### src/rtl/dmem_port_arbiter.sv
// dmem_port_arbiter: shares the single data-memory port among three requesters.
// The CPU memory stage can read and write, the UART loader only writes, and
// the user read-out path only reads.
//
// Ports:
//   clk, rst                 clock and asynchronous active-low reset
//   cpu_req/we/addr/wdata    CPU access; cpu_stall is asserted when the CPU loses
//   cpu_rdata/cpu_rvalid     CPU read return: data plus a one-cycle valid pulse
//   uart_req/addr/wdata      UART write; uart_gnt is asserted when it is accepted
//   usr_req/addr             user read request
//   usr_rdata/usr_rvalid     user read return: data plus a one-cycle valid pulse
//   mem_we/addr/wdata        memory port driven by the winning requester
//   mem_rdata                memory read data, one cycle after the address
//   owner                    current grant: 0 none, 1 CPU, 2 UART, 3 USR
module dmem_port_arbiter #(
  parameter int unsigned ADDR_W     = 16,
  parameter int unsigned DATA_W     = 128,
  parameter int unsigned UART_BURST = 4,
  parameter int unsigned USR_AGE    = 8
) (
  input  logic              clk,
  input  logic              rst,
  input  logic              cpu_req,
  input  logic              cpu_we,
  input  logic [ADDR_W-1:0] cpu_addr,
  input  logic [DATA_W-1:0] cpu_wdata,
  output logic              cpu_stall,
  output logic [DATA_W-1:0] cpu_rdata,
  output logic              cpu_rvalid,
  input  logic              uart_req,
  input  logic [ADDR_W-1:0] uart_addr,
  input  logic [DATA_W-1:0] uart_wdata,
  output logic              uart_gnt,
  input  logic              usr_req,
  input  logic [ADDR_W-1:0] usr_addr,
  output logic [DATA_W-1:0] usr_rdata,
  output logic              usr_rvalid,
  output logic              mem_we,
  output logic [ADDR_W-1:0] mem_addr,
  output logic [DATA_W-1:0] mem_wdata,
  input  logic [DATA_W-1:0] mem_rdata,
  output logic [1:0]        owner
);

  localparam logic [1:0] OWN_NONE = 2'd0;
  localparam logic [1:0] OWN_CPU  = 2'd1;
  localparam logic [1:0] OWN_UART = 2'd2;
  localparam logic [1:0] OWN_USR  = 2'd3;

  localparam int unsigned BURST_W = $clog2(UART_BURST + 1);
  localparam int unsigned AGE_W   = $clog2(USR_AGE + 1);
  localparam logic [BURST_W-1:0] BURST_MAX = BURST_W'(UART_BURST);
  localparam logic [AGE_W-1:0]   AGE_MAX   = AGE_W'(USR_AGE - 1);

  logic [BURST_W-1:0] burst_cnt;
  logic [AGE_W-1:0]   age_cnt;
  logic [1:0]         rd_tag;
  logic [1:0]         grant;

  // Priority order: an aged USR read first, then UART unless it has used up
  // its burst while the CPU waits, then the CPU, then any remaining requester.
  always_comb begin
    grant = OWN_NONE;
    if (usr_req && age_cnt == AGE_MAX)
      grant = OWN_USR;
    else if (uart_req && !(cpu_req && burst_cnt == BURST_MAX))
      grant = OWN_UART;
    else if (cpu_req)
      grant = OWN_CPU;
    else if (uart_req)
      grant = OWN_UART;
    else if (usr_req)
      grant = OWN_USR;
  end

  always_comb begin
    mem_we    = 1'b0;
    mem_addr  = '0;
    mem_wdata = '0;
    case (grant)
      OWN_CPU: begin
        mem_we    = cpu_we;
        mem_addr  = cpu_addr;
        mem_wdata = cpu_wdata;
      end
      OWN_UART: begin
        mem_we    = 1'b1;
        mem_addr  = uart_addr;
        mem_wdata = uart_wdata;
      end
      OWN_USR: begin
        mem_addr  = usr_addr;
      end
      default: ;
    endcase
  end

  assign owner     = grant;
  assign uart_gnt  = (grant == OWN_UART);
  assign cpu_stall = cpu_req && (grant != OWN_CPU);

  always_ff @(posedge clk or negedge rst) begin
    if (!rst) begin
      burst_cnt <= '0;
    end else if (!uart_req || grant == OWN_CPU) begin
      burst_cnt <= '0;
    end else if (grant == OWN_UART && cpu_req && burst_cnt != BURST_MAX) begin
      burst_cnt <= burst_cnt + BURST_W'(1);
    end
  end

  always_ff @(posedge clk or negedge rst) begin
    if (!rst) begin
      age_cnt <= '0;
    end else if (!usr_req || grant == OWN_USR) begin
      age_cnt <= '0;
    end else if (age_cnt != AGE_MAX) begin
      age_cnt <= age_cnt + AGE_W'(1);
    end
  end

  // The tag marks which requester owns the read data that appears on
  // mem_rdata in the following cycle.
  always_ff @(posedge clk or negedge rst) begin
    if (!rst) begin
      rd_tag <= OWN_NONE;
    end else if (grant == OWN_CPU && !cpu_we) begin
      rd_tag <= OWN_CPU;
    end else if (grant == OWN_USR) begin
      rd_tag <= OWN_USR;
    end else begin
      rd_tag <= OWN_NONE;
    end
  end

  always_ff @(posedge clk or negedge rst) begin
    if (!rst) begin
      cpu_rdata  <= '0;
      cpu_rvalid <= 1'b0;
      usr_rdata  <= '0;
      usr_rvalid <= 1'b0;
    end else begin
      cpu_rvalid <= (rd_tag == OWN_CPU);
      usr_rvalid <= (rd_tag == OWN_USR);
      if (rd_tag == OWN_CPU) cpu_rdata <= mem_rdata;
      if (rd_tag == OWN_USR) usr_rdata <= mem_rdata;
    end
  end

endmodule

### config.mk
export PLATFORM = sky130hd
export DESIGN_NAME = dmem_port_arbiter
export DESIGN_NICKNAME = d
export VERILOG_FILES = /design/src/rtl/dmem_port_arbiter.sv
export SDC_FILE = /design/constraint.sdc
export NUM_CORES = 1
export LEC_CHECK = 0
export BUFFER_PORTS_ARGS = -buffer_cell sky130_fd_sc_hd__clkbuf_2
export CORE_AREA = 8 8 322 324
export DETAILED_ROUTE_END_ITERATION = 16
export DIE_AREA = 0 0 330 332
export GPL_TIMING_DRIVEN = 0
export HOLD_SLACK_MARGIN = 0.1
export PLACE_DENSITY = 0.38
export SYNTH_ARGS = -nofsm -noshare
export SYNTH_HDL_FRONTEND = slang
export SYNTH_SLANG_ARGS = --single-unit
### constraint.sdc
create_clock -name clk -period 3.52 [get_ports clk]
set_clock_uncertainty 0.05 [all_clocks]
set_input_delay 0.528 -clock clk [delete_from_list [all_inputs] [get_ports clk]]
set_output_delay 0.528 -clock clk [all_outputs]
set_load 0.03 [all_outputs]
==> results.toml, run 1 <==
[floorplanning]
fp-row-count = 116
floorplan.die_area_um2 = 110000
placeableCoreArea_um2 = 99000
effective_utilization_at_floorplan_pct = 12.1
chipWidth_um = 330
design.portCount = 845
height_of_the_die_um = 332

[detailed_routing]
final_antenna_net_count = 0
remaining_drc_errors = 0
drt-vias-per-instance = 3.70
routed_wirelength_mm = 74.5
avgRoutedWirePerCell_um = 23.5
via_count = 11700
detailedRoute.firstPassIterationCount = 6
drt_iter0_drc = 611

[synthesis]
ys_seq_area_share_pct = 55.7
synth_warnings = 0
postSynthCellCount = 942
mappedNetlistArea_um2 = 12000
synth_async_sr_flop_share_pct = 100
synth.lib_cells_used.distinct = 27
area_share_of_the_largest_cell_type_after_synthesis_pct = 55.7
ys_top_cells_by_area = "dfrtp_1, mux2_2, a22oi_1"
synth_enable_flop_cells = 0
dominantRegCellSynth = "dfrtp_1"
net_count_synth = 1388
synth.avg_cell_area_um2 = 12.7
synth.largest_area_cell = "dfrtp_1"
synth.ff_latch_count = 267

[clock_network]
ctsHtreeMaxLevel = 2
path_clk_slew_ps = 60
clock_tree_from_tritoncts = "built"
clk-insertion-delay-late_ps = 520
clkSinkCount = 267
cts_buffers = 35
cts-root-to-sink-buffers = 3
ctsRootBufferMaster = "clkbuf_16"

[worst_setup_path]
arrival_ps = 2810
worst-path-max-fanout = 10
slowest_delay_ps = 400
path_class = "reg -> out"
critPathRequiredTime_ps = 2940
critical-path-slowest-cell = "dfrtp_1"
timing.critical_path.from = "burst_cnt[1]"
worst_path_cell_chain = "inv_2 > ha_4 > and2_4 > nand2_2 > a22oi_2 > ha_4 > buf_4 > buf_4 > a21oi_1 > nor2_2 > clkbuf_4"
timing.critical_path.max_delay_family = "buffers and inverters"
crit_buf_inv = 4
critPathCaptureType = "output port"
crit-reg2reg-launch = "age_cnt[0]"
nature_of_the_critical_path_startpoint = "flop"

[placed_design]
hpwl_mm = 63.8
postPlaceCellArea_um2 = 17900
gp_congestion = 0.914
place.port_buffers = 844
post-place-cells = 3086

[power_and_ir_drop]
total_leakage_power_nw = 9.45
ir_drop_mv = 0.266
p_per_area_nw_per_um2 = 660
post-layout-total-power_w = 0.0129

[sta]
max_slew_margin_pct = 57.3
timing.final.max_slew_violations = 0
fmax_mhz = 295
period_needed_ps = 3390
worst-slew-pin-transition_ps = 640
number_of_setup_violations_in_the_final_report = 0
rsz_0062_raised_after_global_routing = "true"
timing.final.crit_share_pct = 96.3
hold_violations = 0
setup_tns_ps = 0

[global_routing]
global_route.overflow_total = 0
gr-usage-all-layers_pct = 12.9
grt_pass1_wl_mm = 102
grt_start_max_net_pins = 105
first_global_vias = 12900
antenna_found_initial = 33

[finish]
layout_commonest_cell = "clkbuf_2"
final_cells = 3174
layout.cell_area.non_filler_um2 = 19600
fillerInstances = 11000
area_growth_pct = 63.4
layout_common_cells = "clkbuf_2, dfrtp_1, mux2_2, nor2_1, a22oi_1"
final_nets = 2281
postLayoutCoreUtil_pct = 19.8
share_of_post_route_cells_with_drive_strength_above_1_pct = 65.5

[status]
outcome = "complete, no violations"

[job]
count_of_max_cap_constraint_violations = 0

[worst_hold_path]
timing.hold.worst.start = "mem_rdata[52]"
hold_path.class = "in -> reg"
## registers in the layout, indices dropped and copies added (netlist names)
name,count
cpu_rvalid,1
cpu_rdata,128
usr_rvalid,1
age_cnt,4
burst_cnt,3
rd_tag,2
usr_rdata,128
## through the flow
step / worst slack, ps / hold slack, ps
finish: 131 / 171
CTS: 0.936 / 101
detailed placement: -528 / 427
floorplan: 201 / 182
global placement: -4180 / 419
global route: -37.7 / 121
## repair_timing
action,CTS,global route
cloned,0,0
endpoints found under the hold margin,64,0
hold buffers,3,0
pin swaps,10,12
buffers inserted,5,3
endpoints found under the setup margin,146,139
resized for setup,140,56
## where the power goes
part	leakage, nW	switching, W	internal, W
Clock	0.512	0.00137	0.00201
Sequential	3.15	0.000451	0.00391
Combinational	5.79	0.00350	0.00168
## final cells by class
cell class / count / area [um^2] / area share, %
repair buffers: 857 / 4520 / 23.1
clock buffers: 52 / 990 / 5.05
diodes: 20 / 50.0 / 0.255
multi-input cells: 595 / 5040 / 25.7
flip-flops and latches: 267 / 6680 / 34.1
well taps: 1298 / 1620 / 8.29
inverters: 3 / 11.3 / 0.0575
plain buffers: 76 / 608 / 3.10
clock inverters: 6 / 65.1 / 0.332
## path summary, 6_finish.rpt
check                           endpoint  depth (start not counted)  slack [ps]
max                               mem_we                         11         130
min                        usr_rdata[52]                          2         170
max reg2reg                 burst_cnt[1]                          9        1440
min reg2reg                usr_rdata[74]                          1         440
max in group asynchronous      rd_tag[1]                          3        1850
min in group asynchronous  usr_rdata[63]                          2         540
## routing by layer
metal	track usage (%)	vias up	wire, um
met5	0	-	55
met2	24.0	609	38900
met3	5.39	82	7690
li1	-	5255	-
met1	13.0	5783	25800
met4	3.89	8	2060
## cells in the mapped netlist (all sizes together) (3+ instances only)
master	n
dfrtp	267
mux2	256
nor2	150
a22oi	130
buf	53
clkbuf	24
a222oi	16
ha	8
nand2	7
a21oi	4
nand2b	4
nand3	4
and2	3
inv	3
nor2b	3
o21ai	3
## cells by family after synthesis
logic type / count (synthesis) / share of synthesized area [%]
flops: 267 / 55.7
mux: 258 / 24.2
simple gates: 172 / 5.69
compound gates: 156 / 9.99
buf+inv: 80 / 3.50
fa+ha+maj: 8 / 0.835
xor+xnor: 1 / 0.0731
Power figures use the tool's default switching activity.
==> run 2, diff against run 1 <==
--- a/config.mk
+++ b/config.mk
@@ -11,7 +11,8 @@
 export DIE_AREA = 0 0 330 332
 export GPL_TIMING_DRIVEN = 0
 export HOLD_SLACK_MARGIN = 0.1
-export PLACE_DENSITY = 0.38
+export PLACE_DENSITY = 0.32
+export REMOVE_ABC_BUFFERS = 1
 export SYNTH_ARGS = -nofsm -noshare
 export SYNTH_HDL_FRONTEND = slang
 export SYNTH_SLANG_ARGS = --single-unit
==> results.toml, run 2 (synthesized netlist as in run 1, its figures left out) <==
[status]
outcome = "complete, no violations"

[finish]
fillerInstances = 11000
layout_common_cells = "clkbuf_2, dfrtp_1, mux2_2, nor2_1, a22oi_1"
share_of_post_route_cells_with_drive_strength_above_1_pct = 64.0
final_cells = 3179
final_nets = 2256
area_growth_pct = 67.3
biggestRegsByFlops = "cpu_rdata (128), usr_rdata (128), age_cnt (4)"
layout_commonest_cell = "clkbuf_2"

[sta]
period_needed_ps = 3440
number_of_setup_violations_in_the_final_report = 0
timing.final.max_slew_violations = 0
hold_violations = 0
rsz_0062_raised_after_global_routing = "true"
timing.final.crit_share_pct = 97.6
fmax_mhz = 291
setup_tns_ps = 0
worst-slew-pin-transition_ps = 794
max_slew_margin_pct = 47.1

[worst_hold_path]
timing.hold.worst.start = "mem_rdata[52]"
hold_path.class = "in -> reg"

[power_and_ir_drop]
ir_drop_mv = 0.212
total_leakage_power_nw = 9.53
p_per_area_nw_per_um2 = 666

[floorplanning]
chipWidth_um = 330
height_of_the_die_um = 332
design.portCount = 845
floorplan.die_area_um2 = 110000
placeableCoreArea_um2 = 99000
effective_utilization_at_floorplan_pct = 12.1
fp-row-count = 116

[worst_setup_path]
critPathCaptureType = "output port"
path_class = "reg -> out"
worst-path-max-fanout = 8
timing.critical_path.from = "age_cnt[1]"
arrival_ps = 2860
critPathRequiredTime_ps = 2940
nature_of_the_critical_path_startpoint = "flop"
crit-reg2reg-launch = "rd_tag[1]"

[clock_network]
ctsHtreeMaxLevel = 2
ctsRootBufferMaster = "clkbuf_16"
clkSinkCount = 267
path_clk_slew_ps = 50
clk-insertion-delay-late_ps = 540
clock_tree_from_tritoncts = "built"
cts_buffers = 36
cts-root-to-sink-buffers = 3

[detailed_routing]
via_count = 12100
drt_iter0_drc = 651
drt-vias-per-instance = 3.80
final_antenna_net_count = 0
avgRoutedWirePerCell_um = 28.4
remaining_drc_errors = 0
routed_wirelength_mm = 90.3
detailedRoute.firstPassIterationCount = 5

[global_routing]
gr-usage-all-layers_pct = 15.6
grt.met3_usage_pct = 5.97
use_met1_pct = 13.5
grt_pass1_wl_mm = 117
global_route.overflow_total = 0
first_global_vias = 12800
grt_start_max_net_pins = 93
grt_met2_use_pct = 31.8
antenna_found_initial = 86
grt_most_used_layer = "met2"

[placed_design]
gp_congestion = 0.887
hpwl_mm = 74.5
place.port_buffers = 844
post-place-cells = 3019

[job]
count_of_max_cap_constraint_violations = 0
run 2: cell count changes in the layout (fill, tap and decap cells not counted), moves of 10 or more:
cell	delta
buf_12	+11
buf_2	-10
clkbuf_4	-12
nor2_1	+10
buf_4	-23
dlygate4sd3_1	+17
buf_16	+10
diode_2	+26
clkbuf_2	-11
run 2: worst max-delay path, cell delays in order, from the launching register on:
cell and delay [ps]:
dfrtp_1 410, ha_4 180, nand3b_1 170, nand2_2 90, a22o_4 260, ha_4 230, buf_12 170, clkbuf_16 170
a222oi_1 340, nor2_1 100, clkbuf_8 190
run 2: final timing paths:
| kind | endpoint | slack (ps) | depth (start not counted) |
|---|---|---|---|
| min reg2reg | usr_rdata[73] | 440 | 1 |
| min | usr_rdata[52] | 170 | 2 |
| max | mem_addr[12] | 80 | 10 |
| max in group asynchronous | cpu_rdata[115] | 1830 | 3 |
| max reg2reg | cpu_rdata[16] | 1200 | 5 |
| min in group asynchronous | usr_rdata[71] | 580 | 2 |
run 2: area by class of cell:
cell class	instances	area, um^2	area share (%)
inverters	3	13.8	0.0686
diodes	46	115	0.574
clock inverters	14	174	0.867
clock buffers	49	1010	5.03
well taps	1298	1620	8.10
multi-input cells	595	5050	25.2
repair buffers	907	5390	26.9
flip-flops and latches	267	6680	33.3
run 2: layer usage:
metal | up-vias | share of wire [%] | wire [um]
li1 | 5235 | - | -
met1 | 5943 | 30 | 27300
met2 | 696 | 55 | 49600
met3 | 177 | 9.2 | 8290
met4 | 20 | 5.6 | 5060
met5 | - | 0.13 | 117
run 2: what timing repair did:
action / 4_1_cts / 5_1_grt
endpoints found under the setup margin: 147 / 145
gates resized for setup: 61 / 45
buffers inserted: 18 / 7
pin swaps: 7 / 16
endpoints found under the hold margin: 109 / 0
hold buffers: 20 / 0
cloned: 2 / 5
run 2: power breakdown:
group          leakage (nW)  total (W)  internal (W)  switching, W
clock                 0.570    0.00370       0.00224       0.00147
sequential             3.15    0.00435       0.00391      0.000438
combinational          5.81    0.00532       0.00173       0.00358
total                  9.53     0.0134       0.00788       0.00549
run 2: per-stage QoR:
| stage | hold WS, ps | util [%] | setup slack, ps | power [W] | area [um^2] |
|---|---|---|---|---|---|
| 2_1_floorplan | 182 | - | -1740 | 0.00746 | 11600 |
| 3_3_place_gp | 424 | 17.6 | -4320 | 0.00961 | 17400 |
| 3_5_place_dp | 430 | 18.0 | -353 | 0.00964 | 17800 |
| 4_1_cts | 100 | 19.9 | -9.91 | 0.0137 | 19700 |
| 5_1_grt | 119 | 20.2 | -58.1 | 0.0141 | 20000 |
| 6_report | 168 | 20.3 | 83.4 | 0.0134 | 20100 |
